[config.mk]
export PLATFORM = sky130hd
export DESIGN_NAME = fetch_stage_ifid_flat
export DESIGN_NICKNAME = d
export VERILOG_FILES = /design/src/rtl/fetch_stage_ifid_if.sv /design/src/rtl/fetch_stage_ifid.sv /design/src/flat_wrapper.sv
export SDC_FILE = /design/constraint.sdc
export NUM_CORES = 1
export LEC_CHECK = 0
export BUFFER_PORTS_ARGS = -buffer_cell sky130_fd_sc_hd__buf_2
export CORE_MARGIN = 8
export CORE_UTILIZATION = 35
export CTS_BUF_LIST = sky130_fd_sc_hd__clkbuf_8
export CTS_CLUSTER_DIAMETER = 60
export DETAILED_ROUTE_END_ITERATION = 16
export GPL_TIMING_DRIVEN = 0
export PLACE_DENSITY = 0.61
export SYNTH_ARGS = -nofsm -noshare
export SYNTH_HDL_FRONTEND = slang
export SYNTH_SLANG_ARGS = --single-unit
[constraint.sdc]
create_clock -name clk -period 2.6 [get_ports clk]
set_input_delay 0.52 -clock clk [delete_from_list [all_inputs] [get_ports clk]]
set_output_delay 0.52 -clock clk [all_outputs]
set_load 0.02 [all_outputs]
[src/rtl/fetch_stage_ifid_if.sv]
// Instruction memory request/response bundle between the fetch stage and imem.
interface fetch_stage_ifid_if;
  logic        imem_req;
  logic [31:0] imem_addr;
  logic        imem_gnt;
  logic        imem_rvalid;
  logic [31:0] imem_rdata;

  modport master (
    output imem_req,
    output imem_addr,
    input  imem_gnt,
    input  imem_rvalid,
    input  imem_rdata
  );

  modport slave (
    input  imem_req,
    input  imem_addr,
    output imem_gnt,
    output imem_rvalid,
    output imem_rdata
  );
endinterface

[src/rtl/fetch_stage_ifid.sv]
// RV32I instruction fetch stage with IF/ID pipeline register.
// One outstanding imem request; stale responses after a redirect are dropped in StKill.
module fetch_stage_ifid #(
  parameter logic [31:0] RESET_PC  = 32'h0000_0000,
  parameter logic [31:0] NOP_INSTR = 32'h0000_0013
) (
  input  logic                      clk,
  input  logic                      rst_n,
  input  logic                      PCWrite,
  input  logic                      IF_ID_Write,
  input  logic                      branch_taken,
  input  logic [31:0]               branch_target,
  fetch_stage_ifid_if.master        imem,
  output logic [31:0]               IF_ID_PC,
  output logic [31:0]               IF_ID_Instr,
  output logic                      IF_ID_Valid
);

  typedef enum logic [1:0] {StFetch, StWait, StHold, StKill} state_e;

  state_e      state_q, state_d;
  logic [31:0] pc_q, pc_d;
  logic [31:0] buf_q, buf_d;
  logic [31:0] pc_inc;
  logic [31:0] ifid_pc_d, ifid_instr_d;
  logic        ifid_valid_d;
  logic        advance;
  logic        req;
  logic        unused_target_lsbs;

  assign advance            = PCWrite & IF_ID_Write;
  assign pc_inc             = pc_q + 32'd4;
  assign unused_target_lsbs = ^branch_target[1:0];

  // No request may leave the stage while reset is held.
  assign imem.imem_req = req & rst_n;

  // Next-state, PC, IF/ID and request generation.
  always_comb begin
    state_d        = state_q;
    pc_d           = pc_q;
    buf_d          = buf_q;
    ifid_pc_d      = IF_ID_PC;
    ifid_instr_d   = IF_ID_Instr;
    ifid_valid_d   = IF_ID_Valid;
    req            = 1'b0;
    imem.imem_addr = pc_q;

    // Nothing delivered: a writable IF/ID takes a bubble, keeping its PC.
    if (IF_ID_Write) begin
      ifid_instr_d = NOP_INSTR;
      ifid_valid_d = 1'b0;
    end

    if (branch_taken) begin
      pc_d         = {branch_target[31:2], 2'b00};
      ifid_instr_d = NOP_INSTR;
      ifid_valid_d = 1'b0;
      unique case (state_q)
        StFetch: state_d = imem.imem_gnt ? StKill : StFetch;
        StWait:  state_d = imem.imem_rvalid ? StFetch : StKill;
        StHold:  state_d = StFetch;
        StKill:  state_d = imem.imem_rvalid ? StFetch : StKill;
        default: state_d = StFetch;
      endcase
    end else begin
      unique case (state_q)
        StFetch: begin
          req = 1'b1;
          if (imem.imem_gnt) state_d = StWait;
        end
        StWait: begin
          if (imem.imem_rvalid) begin
            if (advance) begin
              ifid_pc_d      = pc_q;
              ifid_instr_d   = imem.imem_rdata;
              ifid_valid_d   = 1'b1;
              pc_d           = pc_inc;
              // Back-to-back request keeps zero-wait memory at one instruction per cycle.
              req            = 1'b1;
              imem.imem_addr = pc_inc;
              state_d        = imem.imem_gnt ? StWait : StFetch;
            end else begin
              buf_d   = imem.imem_rdata;
              state_d = StHold;
            end
          end
        end
        StHold: begin
          if (advance) begin
            ifid_pc_d    = pc_q;
            ifid_instr_d = buf_q;
            ifid_valid_d = 1'b1;
            pc_d         = pc_inc;
            state_d      = StFetch;
          end
        end
        StKill: begin
          if (imem.imem_rvalid) state_d = StFetch;
        end
        default: state_d = StFetch;
      endcase
    end
  end

  // State, PC, buffer and IF/ID registers with synchronous active-low reset.
  always_ff @(posedge clk) begin
    if (!rst_n) begin
      state_q     <= StFetch;
      pc_q        <= RESET_PC;
      buf_q       <= NOP_INSTR;
      IF_ID_PC    <= 32'h0000_0000;
      IF_ID_Instr <= NOP_INSTR;
      IF_ID_Valid <= 1'b0;
    end else begin
      state_q     <= state_d;
      pc_q        <= pc_d;
      buf_q       <= buf_d;
      IF_ID_PC    <= ifid_pc_d;
      IF_ID_Instr <= ifid_instr_d;
      IF_ID_Valid <= ifid_valid_d;
    end
  end

endmodule

[src/flat_wrapper.sv]
// flat-port wrapper written by rule: the top's interface ports become plain ports
module fetch_stage_ifid_flat 
#(
  parameter logic [31:0] RESET_PC  = 32'h0000_0000,
  parameter logic [31:0] NOP_INSTR = 32'h0000_0013
)
  (clk, rst_n, PCWrite, IF_ID_Write, branch_taken, branch_target, IF_ID_PC, IF_ID_Instr, IF_ID_Valid, imem_imem_req, imem_imem_addr, imem_imem_gnt, imem_imem_rvalid, imem_imem_rdata);
  fetch_stage_ifid_if imem_i ();
  input  logic clk;
  input  logic rst_n;
  input  logic PCWrite;
  input  logic IF_ID_Write;
  input  logic branch_taken;
  input  logic [31:0] branch_target;
  output logic [31:0] IF_ID_PC;
  output logic [31:0] IF_ID_Instr;
  output logic IF_ID_Valid;
  output wire logic [$bits(imem_i.imem_req)-1:0] imem_imem_req;
  output wire logic [$bits(imem_i.imem_addr)-1:0] imem_imem_addr;
  input wire logic [$bits(imem_i.imem_gnt)-1:0] imem_imem_gnt;
  input wire logic [$bits(imem_i.imem_rvalid)-1:0] imem_imem_rvalid;
  input wire logic [$bits(imem_i.imem_rdata)-1:0] imem_imem_rdata;
  assign imem_imem_req = imem_i.imem_req;
  assign imem_imem_addr = imem_i.imem_addr;
  assign imem_i.imem_gnt = imem_imem_gnt;
  assign imem_i.imem_rvalid = imem_imem_rvalid;
  assign imem_i.imem_rdata = imem_imem_rdata;
  fetch_stage_ifid #(.RESET_PC(RESET_PC), .NOP_INSTR(NOP_INSTR)) u_core (.clk(clk), .rst_n(rst_n), .PCWrite(PCWrite), .IF_ID_Write(IF_ID_Write), .branch_taken(branch_taken), .branch_target(branch_target), .imem(imem_i), .IF_ID_PC(IF_ID_PC), .IF_ID_Instr(IF_ID_Instr), .IF_ID_Valid(IF_ID_Valid));
endmodule
-- Word-level counts from Yosys, hierarchy flattened
Cells that the tools add are included.
- equal/unequal tests: 8
- reductions and logical operators: 8
- multiplexer cells: 33
- bitwise gates (word level): 5
- $add $sub $neg: 1
- operators by type and width (operator ; number):
    $mux W32 ; 11
    $pmux W32 S2 ; 3
    $add A32 B3 Y32 const B ; 1
    $mux W2 ; 8
    $ne A3 B3 Y1 const B ; 3
    $pmux W2 S4 ; 1
    $reduce_and A4 Y1 ; 2
    $mux W1 ; 7
    $pmux W2 S3 ; 1
    $eq A2 B2 Y1 const B ; 2
    $pmux W1 S2 ; 2
    $reduce_or A2 Y1 ; 2
    $ne A3 B2 Y1 const B ; 1
    $not A1 Y1 ; 3
    $reduce_and A3 Y1 ; 1
    $reduce_bool A3 Y1 ; 1
    $and A1 B1 Y1 ; 2
    $eq A2 B1 Y1 const B ; 1
    $logic_not A2 Y1 ; 1
    $ne A2 B2 Y1 const B ; 1
    $reduce_bool A2 Y1 ; 1
- output and inout bits: 98
- word-level logic and storage cells: 62
- input port bits: 71
- bits in registers: 131

-- Logic depth before layout (Yosys ltp)
Gate-level depths: netlist of run 1.
- word-level depth: 6
- mapped depth: 9
- mapped depth without buffers: 6

-- Worst setup path before layout of run 1
Ideal clock, no wire load.
- path kind: input -> output
- start point: input IF_ID_Write
- end point: output imem_imem_addr[31]
- path buffers: 3
- data required time: 2.080 ns
- stages on the path: 7
- path slack: -0.167 ns
- data arrival time: 2.247 ns
- cell sequence: buf_4 > nand2_1 > or4_1 > buf_2 > clkbuf_1 > nor3_1 > xor2_1
- word-level cells in the longest chain between the ends: 5
- RTL lines (element ; line ; source):
    start, declared ; flat_wrapper.sv:12 ; input logic IF_ID_Write;
    $and A1 B1 Y1 ; fetch_stage_ifid.sv:31 ; assign advance = PCWrite & IF_ID_Write;
    $mux W32 ; n/a ;
    $mux W32 ; fetch_stage_ifid.sv:73 ; if (imem.imem_rvalid) begin
    $mux W32 ; fetch_stage_ifid.sv:67 ; unique case (state_q)
    $mux W32 ; fetch_stage_ifid.sv:55 ; if (branch_taken) begin
    end, declared ; flat_wrapper.sv:19 ; output wire logic [$bits(imem_i.imem_addr)-1:0] imem_imem_addr;
No other way between the ends.

-- Worst setup path in the final report of run 1
- start point: register u_core.state_q[1]
- end point: output imem_imem_addr[22]
- word-level cells in the longest chain between the ends: 3
- RTL lines (element ; line ; source):
    start, declared ; fetch_stage_ifid.sv:21 ; state_e state_q, state_d;
    start signal, assigned ; fetch_stage_ifid.sv:109 ; state_q <= StFetch;
    start signal, assigned ; fetch_stage_ifid.sv:116 ; state_q <= state_d;
    $eq A2 B1 Y1 ; fetch_stage_ifid.sv:67 ;
    $mux W32 ; fetch_stage_ifid.sv:67 ;
    $mux W32 ; fetch_stage_ifid.sv:55 ;
No other way between the ends.

==> out/results.ini, run 1 <==
[cells_and_area]
final_net_count = 1049
seq_area_um2 = 2590
n_antenna_cell = 0
syn_to_final_growth_pct = 40.5
final_common_cell = nand2_1
design_area_um2 = 8510
drive_above_1_share_pct = 33.6
final_cell_mix = nand2_1 (147), buf_2 (131), dfxtp_1 (104)
n_fill_cell = 1704
multiInputGateArea_um2 = 3630

[global_routing]
grt_util_all_layers_pct = 20.5
grt_remaining_overflow = 0
grt_pass1_vias = 6510
grt_max_degree = 17
grt_pass1_wl_um = 35500
antenna_found_initial = 1

[setup_path]
crit_type = register to output pin
cp_top_family = simple AND/OR/NAND/NOR gates
path_buf_inv = 3
worst_r2r_path_depth = 8
path_cells = inv_2 > ha_4 > nand3b_1 > buf_6 > or3_4 > or4_4 > xnor2_2 > buf_4
start_kind = register
cp.depth = 8
arrival_ns = 2.36
worstSetupEndpointType = output pin
cpPeakStageDelay_ns = 0.44
crit_required_ns = 2.08
slowest_stage = or4_4
crit_fanout = 6

[logic_synthesis]
synth_flop_cell = dfxtp_1
synthTopCellsByArea = dfxtp_1 (42%), nand2_1 (9.4%), a21oi_1 (5.8%)
synth_edf_count = 0
synth.avg_cell_area_um2 = 7.88
syn_area_um2 = 6050
ys_types = 59
yosysTopAreaCell = dfxtp_1
ys_ff_latch = 127
synthArstFlopShare_pct = 0
yosys_warnings = 0
yosysTopAreaCellShare_pct = 42.0
yosysSeqAreaShare_pct = 42.0
netlist_instances = 768

[cts]
cts_tree = done
insertion_delay_ns = 0.47
ctsHoldBuffers = 0
cts_sinks = 127
clockBufferDepth = 2
clk_pin_slew_worst_paths_ns = 0.09
numCtsBuffers = 17
htreeDepth = 4
root_buffer = clkbuf_8

[sta]
clock_skew_ns = 0.0131
relSlewSlack_pct = 35.2
rsz0062_at_grt = true
min_period_ns = 2.88
drv_slew = 0
period_share_pct = 111
worstMarginPinSlew_ns = 0.963
setup_violations = 22
hold_viol = 0
max_freq_mhz = 347
setup_slack_ns = -0.283

[die]
top_level_ports = 169
num_rows = 48
die_h_um = 148
die_width_um = 148
start_util_pct = 35.4
dieArea_um2 = 21800
core_area_um2 = 17100

[placed_design]
dp_slack_ns = -0.597
placed_cell_area_um2 = 7230
gp_congestion = 0.897
port_buffers = 161
hpwl_um = 16200

[route]
drc = 0
wl_per_cell_um = 18.8
via_count = 6584
via_per_inst = 5.44
ant_nets = 0
postRouteWirelength_um = 22800
drt_first_pass_iters = 6
first_iter_violations = 571

[pwr]
powerDensity_nw_per_um2 = 566
p_leak_nw = 3.46
p_total_mw = 4.81
vdd_drop_max_v = 0.000325

[job]
cap_violations = 0

[outcome]
violations = negative setup slack
status = finished with violations

[worst_hold_path]
hold_path.class = input port to register
whs_path_depth = 3

flip-flops by register name, indices dropped and copies added, names as in the netlist:
signal / count
u_core.state_q: 2
u_core.pc_q: 30
u_core.IF_ID_PC: 30
u_core.buf_q: 32
u_core.IF_ID_Valid: 1
u_core.IF_ID_Instr: 32
synthesized netlist by cell type (2+ instances only):
master,count
nand4_1,17
clkbuf_1,66
a211o_1,2
ha_1,5
a21oi_1,70
a211oi_1,6
inv_1,11
a31oi_1,13
buf_4,5
nor4_1,15
o31ai_1,5
nor2_1,57
or3_1,12
a311oi_1,4
o21ai_0,33
buf_2,5
or4_1,11
dfxtp_1,127
o211ai_1,2
and3_1,5
nand2_1,151
o41ai_1,2
mux2i_1,2
nand3b_1,2
a222oi_1,28
xnor2_1,21
nand3_1,13
nand2b_1,5
o2111ai_1,2
nor3_1,17
o311a_1,2
and4_1,8
buf_1,2
xor2_1,15
and2_1,3
logic make-up after synthesis:
logic type | share of synthesized area (%)
flip-flops | 42.0
multiplexers | 0.517
other | 0.0619
adder cells (fa/ha/maj) | 1.03
buffers and inverters | 5.93
AND/OR/NAND/NOR | 25.8
AO/OA/AOI/OAI | 19.4
XOR/XNOR | 5.21
worst min-delay path, stage by stage:
cell and delay (ns):
buf_2 0.09, a21oi_1 0.06, nand2_1 0.06
path summary, 6_finish.rpt:
check / from / end / slack (ns)
hold reg to reg: u_core.IF_ID_PC[11] / u_core.IF_ID_PC[11] / 0.45
setup reg to reg: u_core.state_q[0] / u_core.IF_ID_Instr[24] / 0.16
hold / removal: imem_imem_rdata[0] / u_core.IF_ID_Instr[0] / 0.28
setup / recovery: u_core.state_q[1] / imem_imem_addr[22] / -0.28
power breakdown:
part / total (mW) / switching, mW / internal, mW / leakage, nW
Combinational: 0.834 / 0.519 / 0.314 / 2.21
Clock: 1.88 / 0.912 / 0.963 / 0.213
Sequential: 2.10 / 0.0873 / 2.02 / 1.04
per-layer routing:
metal	share of wire, %	global-route usage (%)	up-vias
li1	-	-	3149
met1	41	24.6	3058
met2	47	33.1	323
met3	9.3	7.61	52
met4	2.6	7.14	2
met5	0.044	0	-
per-stage QoR:
stage	cells	utilization, %	hold slack [ns]	TNS (ns)
global route	1211	49.7	0.274	-6.00
floorplan	771	-	0.435	0
detailed placement	1157	42.3	0.445	-8.78
finish	1211	49.7	0.281	-3.15
global placement	1157	42.3	0.435	-8.22
CTS	1206	48.6	0.278	-7.07
repair_timing:
action / 4_1_cts / 5_1_grt
setup endpoints to repair: 48 / 43
gates resized for setup: 129 / 55
buffers inserted: 29 / 10
pin swaps: 29 / 23
cell type report:
type                       instances  share of cell area (%)
clock inverter                    15                    2.18
multi-input combinational        555                    42.7
timing repair buffer             198                    14.3
buffer                            63                    3.90
sequential                       127                    30.4
tap                              225                    3.31
inverter                          11                   0.485
clock buffer                      17                    2.75
No activity file was read; power rests on OpenSTA's default activity.
==> run 2: changes to the inputs <==
--- a/config.mk
+++ b/config.mk
@@ -6,6 +6,7 @@
 export NUM_CORES = 1
 export LEC_CHECK = 0
 export BUFFER_PORTS_ARGS = -buffer_cell sky130_fd_sc_hd__buf_2
+export CORE_ASPECT_RATIO = 0.75
 export CORE_MARGIN = 8
 export CORE_UTILIZATION = 35
 export CTS_BUF_LIST = sky130_fd_sc_hd__clkbuf_8
==> run 2 against run 1 <==
  * The run still ends with negative setup slack left
  * Critical path depth stayed put
  * Cell count is 0.66% lower
  * Clock-buffer cell count is 1 higher
  * Clock power is 4% lower
  * Maximum frequency is 3.0% lower
  * Combinational power is 2% higher
  * First-iteration DRC count is 47% higher
  * Die area is 0.20% higher
  * Highest routed layer unchanged
  * Largest cell class unchanged
==> out/results.ini, run 2 (synthesis gave the netlist of run 1 again) <==
[cts]
clockBufferDepth = 2  ; unchanged
cts_tree = done  ; unchanged
root_buffer = clkbuf_8  ; unchanged
numCtsBuffers = 17  ; unchanged
clk_pin_slew_worst_paths_ns = 0.07  ; was 0.09 ns
insertion_delay_ns = 0.44  ; was 0.47 ns
ctsHoldBuffers = 0  ; unchanged
cts_sinks = 127  ; unchanged
htreeDepth = 4  ; unchanged

[worst_hold_path]
hold_start = imem_imem_rdata[0]  ; unchanged
hold_path.class = input port to register  ; unchanged
holdPathEnd = u_core.IF_ID_Instr[0]  ; unchanged
whs_path_depth = 3  ; unchanged

[global_routing]
antenna_found_initial = 1  ; unchanged
grt_remaining_overflow = 0  ; unchanged
grt_pass1_wl_um = 35100  ; was 35,500 um
grt_max_degree = 17  ; unchanged
grt_util_all_layers_pct = 20.4  ; was 20.5%
grt_pass1_vias = 6199  ; was 6,510

[setup_path]
r2r_slack_ns = 0.03  ; was 0.16 ns
timing.rr.start = u_core.state_q[1]  ; was u_core.state_q[0]
worstSetupEndpointType = output pin  ; unchanged
cpPeakStageDelay_ns = 0.46  ; was 0.44 ns
crit_required_ns = 2.08  ; about the same
crit_fanout = 4  ; was 6
reg2reg_to = u_core.pc_q[2]  ; was u_core.IF_ID_Instr[24]
slowest_stage = or3_4  ; was or4_4
arrival_ns = 2.45  ; was 2.36 ns
crit_type = register to output pin  ; unchanged
path_cells = inv_2 > ha_4 > nand3b_1 > or3_4 > buf_6 > or3_1 > xnor2_1 > buf_4  ; was inv_2 > ha_4 > nand3b_1 > buf_6 > or3_4 > or4_4 > xnor2_2 > buf_4
worst_r2r_path_depth = 9  ; was 8
start_kind = register  ; unchanged

[cells_and_area]
seq_area_um2 = 2590  ; about the same
n_fill_cell = 1681  ; was 1,704
final_net_count = 1051  ; was 1,049
final_common_cell = nand2_1  ; unchanged
reg_top3 = u_core.IF_ID_Instr x32, u_core.buf_q x32  ; unchanged
drive_above_1_share_pct = 33.2  ; was 33.6%
multiInputGateArea_um2 = 3580  ; was 3630 um^2
syn_to_final_growth_pct = 39.2  ; was 40.5%
n_antenna_cell = 0  ; unchanged
final_cell_mix = nand2_1 (148), buf_2 (132), dfxtp_1 (105)  ; was nand2_1 (147), buf_2 (131), dfxtp_1 (104)

[placed_design]
hpwl_um = 16500  ; was 16,200 um
gp_congestion = 0.889  ; was 0.897
port_buffers = 161  ; unchanged

[sta]
drv_slew = 0  ; unchanged
clock_skew_ns = 0.00909  ; was 0.0131 ns
setup_tns_ns = -6.22  ; was -3.15 ns
hold_viol = 0  ; unchanged
setup_violations = 29  ; was 22
max_freq_mhz = 336  ; was 347 MHz
period_share_pct = 114  ; was 111%
min_period_ns = 2.97  ; was 2.88 ns
rsz0062_at_grt = true  ; unchanged
worstMarginPinSlew_ns = 0.897  ; was 0.963 ns
hold_ws_ns = 0.310  ; was 0.281 ns
relSlewSlack_pct = 39.7  ; was 35.2%
setup_slack_ns = -0.373  ; was -0.283 ns

[die]
start_util_pct = 35.9  ; was 35.4%
core_area_um2 = 16900  ; was 17,100 um^2
dieArea_um2 = 21800  ; about the same
num_rows = 41  ; was 48
die_width_um = 168  ; was 148 um
top_level_ports = 169  ; unchanged
die_h_um = 130  ; was 148 um

[pwr]
vdd_drop_max_v = 0.000399  ; was 0.000325 V
p_leak_nw = 3.41  ; was 3.46 nW
powerDensity_nw_per_um2 = 566  ; about the same
p_total_mw = 4.77  ; was 4.81 mW

[route]
first_iter_violations = 840  ; was 571
ant_nets = 0  ; unchanged
drt_first_pass_iters = 6  ; unchanged
drc = 0  ; unchanged
via_per_inst = 5.61  ; was 5.44
via_count = 6753  ; was 6,584
postRouteWirelength_um = 23200  ; was 22,800 um
wl_per_cell_um = 19.3  ; was 18.8 um

[outcome]
violations = negative setup slack  ; unchanged
status = finished with violations  ; unchanged

[job]
cap_violations = 0  ; unchanged

run 2: changes by cell type in the layout (fill, tap and decap cells not counted), moves of 2 or more:
| cell | delta |
|---|---|
| buf_4 | +2 |
| clkinv_2 | +4 |
| inv_6 | -4 |
| nor2_2 | +2 |
| nor2_4 | -2 |
| nor3_2 | +2 |
| nor3_4 | -2 |
| xnor2_1 | +2 |
| xnor2_2 | -3 |
run 2: power by group:
group	internal [mW]	switching [mW]	total, mW
clock network	0.973	0.839	1.81
logic	0.318	0.530	0.848
registers	2.02	0.0918	2.11
run 2: worst max-delay path by stage:
stage / startpoint / to / slack (ns) / cells past startpoint
after global placement: u_core.pc_q[6] / imem_imem_addr[26] / -0.54 / 7
after global routing: u_core.state_q[1] / imem_imem_addr[18] / -0.45 / 8
final: u_core.state_q[1] / imem_imem_addr[18] / -0.37 / 8
after detailed placement: u_core.state_q[1] / imem_imem_addr[17] / -0.53 / 8
after CTS: u_core.state_q[1] / imem_imem_addr[18] / -0.43 / 9
after floorplan: IF_ID_Write / imem_imem_addr[22] / 0.0007 / 5
run 2: through the flow:
stage | area, um^2 | setup WS, ns | cells | util (%)
after floorplan | 6150 | 0.000716 | 771 | -
after global placement | 7220 | -0.540 | 1147 | 42.8
after detailed placement | 7220 | -0.527 | 1147 | 42.8
after CTS | 8190 | -0.428 | 1191 | 48.5
after global routing | 8430 | -0.447 | 1203 | 49.9
final | 8430 | -0.373 | 1203 | 49.9
run 2: layer usage:
metal  GRT usage, %  share of wire [%]
met3           4.98                 10
met1           29.5                 46
met4           6.49                1.7
met5              0              0.035
met2           29.3                 42
run 2: layout make-up:
class,count,area share [%]
well taps,215,3.19
clock inverters,14,1.97
plain buffers,63,3.61
inverters,11,0.490
multi-input cells,555,42.5
repair buffers,200,14.6
flip-flops and latches,127,30.7
clock buffers,18,2.94
run 2: repair_timing:
action	4_1_cts	5_1_grt
setup endpoints to repair	33	35
pin swaps	20	15
setup buffers	24	16
gates resized for setup	119	46
run 2: critical path, delay by kind of cell (launching register included):
kind / cells / cell delay, ns
and+or+nand+nor: 3 / 1.02
buffers and inverters: 3 / 0.36
DFF: 1 / 0.34
xor gates and xnor gates: 1 / 0.16
adders and majority gates: 1 / 0.14
==> run 3: changes to the inputs <==
--- a/config.mk
+++ b/config.mk
@@ -8,12 +8,13 @@
 export BUFFER_PORTS_ARGS = -buffer_cell sky130_fd_sc_hd__buf_2
 export CORE_ASPECT_RATIO = 0.75
 export CORE_MARGIN = 8
-export CORE_UTILIZATION = 35
+export CORE_UTILIZATION = 32
 export CTS_BUF_LIST = sky130_fd_sc_hd__clkbuf_8
 export CTS_CLUSTER_DIAMETER = 60
 export DETAILED_ROUTE_END_ITERATION = 16
 export GPL_TIMING_DRIVEN = 0
-export PLACE_DENSITY = 0.61
+export MAX_ROUTING_LAYER = met4
+export PLACE_DENSITY = 0.57
 export SYNTH_ARGS = -nofsm -noshare
 export SYNTH_HDL_FRONTEND = slang
 export SYNTH_SLANG_ARGS = --single-unit
==> run 3 against run 2 <==
  * The run still ends with negative setup slack left
  * Critical path depth fell by 1
  * Sequential share of layout area fell by 0.17 points
  * Cell count rose by 2.9%
  * Die area rose by 8.3%
  * Combinational power barely moved
  * Critical endpoint is now imem_imem_addr[22]
==> out/results.ini, run 3 (synthesis gave the netlist of run 1 again) <==
[outcome]
status = finished with violations  ; unchanged
violations = negative setup slack  ; unchanged

[placed_design]
gp_congestion = 0.864  ; was 0.889
port_buffers = 161  ; unchanged
hpwl_um = 16900  ; was 16,500 um

[cts]
clk_pin_slew_worst_paths_ns = 0.09  ; was 0.07 ns
clockBufferDepth = 2  ; unchanged
htreeDepth = 4  ; unchanged
root_buffer = clkbuf_8  ; unchanged
numCtsBuffers = 17  ; unchanged
cts_tree = done  ; unchanged
insertion_delay_ns = 0.45  ; was 0.44 ns
cts_sinks = 127  ; unchanged
ctsHoldBuffers = 0  ; unchanged

[pwr]
powerDensity_nw_per_um2 = 536  ; was 566 nW/um^2
p_total_mw = 4.55  ; was 4.77 mW
vdd_drop_max_v = 0.000330  ; was 0.000399 V
p_leak_nw = 3.45  ; was 3.41 nW

[setup_path]
arrival_ns = 2.51  ; was 2.45 ns
start_kind = register  ; unchanged
crit_fanout = 4  ; unchanged
crit_type = register to output pin  ; unchanged
crit_required_ns = 2.08  ; about the same
worstSetupEndpointType = output pin  ; unchanged

[global_routing]
antenna_found_initial = 2  ; was 1
grt_max_degree = 17  ; unchanged
grt_remaining_overflow = 0  ; unchanged
grt_pass1_vias = 6046  ; was 6,199
grt_util_all_layers_pct = 19.2  ; was 20.4%
grt_pass1_wl_um = 34700  ; was 35,100 um

[route]
drc = 0  ; unchanged
wl_per_cell_um = 18.7  ; was 19.3 um
via_per_inst = 5.32  ; was 5.61
ant_nets = 0  ; unchanged
first_iter_violations = 926  ; was 840
drt_first_pass_iters = 9  ; was 6
via_count = 6588  ; was 6,753
postRouteWirelength_um = 23200  ; about the same

[sta]
drv_slew = 0  ; unchanged
setup_violations = 23  ; was 29
setup_slack_ns = -0.431  ; was -0.373 ns
relSlewSlack_pct = 40.7  ; was 39.7%
min_period_ns = 3.03  ; was 2.97 ns
hold_viol = 0  ; unchanged
worstMarginPinSlew_ns = 0.881  ; was 0.897 ns
setup_tns_ns = -6.65  ; was -6.22 ns
clock_skew_ns = 0.00934  ; was 0.00909 ns
rsz0062_at_grt = true  ; unchanged
max_freq_mhz = 330  ; was 336 MHz
period_share_pct = 117  ; was 114%

[cells_and_area]
syn_to_final_growth_pct = 40.1  ; was 39.2%
final_common_cell = nand2_1  ; unchanged
final_net_count = 1052  ; was 1,051
drive_above_1_share_pct = 33.5  ; was 33.2%
final_cell_mix = nand2_1 (146), buf_2 (131), dfxtp_1 (107)  ; was nand2_1 (148), buf_2 (132), dfxtp_1 (105)
reg_top3 = u_core.IF_ID_Instr x32, u_core.buf_q x32  ; unchanged

[die]
die_h_um = 135  ; was 130 um
dieArea_um2 = 23600  ; was 21,800 um^2
top_level_ports = 169  ; unchanged
core_area_um2 = 18500  ; was 16,900 um^2
num_rows = 43  ; was 41
die_width_um = 175  ; was 168 um
start_util_pct = 32.7  ; was 35.9%

[worst_hold_path]
hold_path.class = input port to register  ; unchanged

[job]
cap_violations = 0  ; unchanged

run 3: cell count changes in the layout (fill, tap and decap cells not counted), moves of 3 or more:
cell,before,now
bufinv_16,3,0
inv_6,1,5
clkinv_2,5,2
clkinvlp_4,1,5
dfxtp_2,15,11
run 3: worst paths after layout:
kind | start | to | slack [ns] | cells after the start
setup / recovery | u_core.state_q[1] | imem_imem_addr[22] | -0.43 | 7
hold / removal | imem_imem_rdata[9] | u_core.buf_q[9] | 0.31 | 3
setup reg to reg | u_core.state_q[1] | u_core.pc_q[15] | 0.18 | 8
hold reg to reg | u_core.IF_ID_PC[11] | u_core.IF_ID_PC[11] | 0.45 | 2
run 3: cell type report:
class	instances	area, um^2
diodes	2	5.00
plain buffers	62	315
clock buffers	18	248
clock inverters	14	109
fillers	1928	10000
inverters	11	41.3
multi-input cells	555	3620
flip-flops and latches	127	2590
well taps	247	309
repair buffers	202	1240
run 3: through the flow:
step / util (%) / worst slack, ns / hold WS, ns / std cells / cell area (um^2)
floorplan: - / 0.000716 / 0.435 / 771 / 6150
finish: 45.8 / -0.431 / 0.308 / 1238 / 8480
global route: 45.8 / -0.536 / 0.294 / 1238 / 8480
CTS: 44.3 / -0.441 / 0.278 / 1220 / 8200
global placement: 39.2 / -0.542 / 0.439 / 1179 / 7260
detailed placement: 39.2 / -0.555 / 0.444 / 1179 / 7260
run 3: repair_timing:
item / 4_1_cts / 5_1_grt
resized for setup: 129 / 49
setup endpoints to repair: 31 / 42
pin swaps: 29 / 20
buffers inserted: 22 / 22
run 3: worst max-delay path, stage by stage (launching register included):
cell	delay [ns]
dfxtp_2	0.33
inv_2	0.07
ha_4	0.14
nand3b_1	0.18
or3_4	0.44
or4_4	0.55
xnor2_2	0.19
buf_4	0.17
run 3: metal layers:
metal | track usage [%] | share of wire [%]
met2 | 26.4 | 42
met4 | 4.37 | 1.2
met5 | - | 0
met1 | 27.9 | 48
met3 | 4.35 | 8.2
run 3: report_power, final:
group | internal, mW | switching, mW | total, mW
logic | 0.318 | 0.530 | 0.849
clock network | 0.696 | 0.902 | 1.60
registers | 2.02 | 0.0874 | 2.10
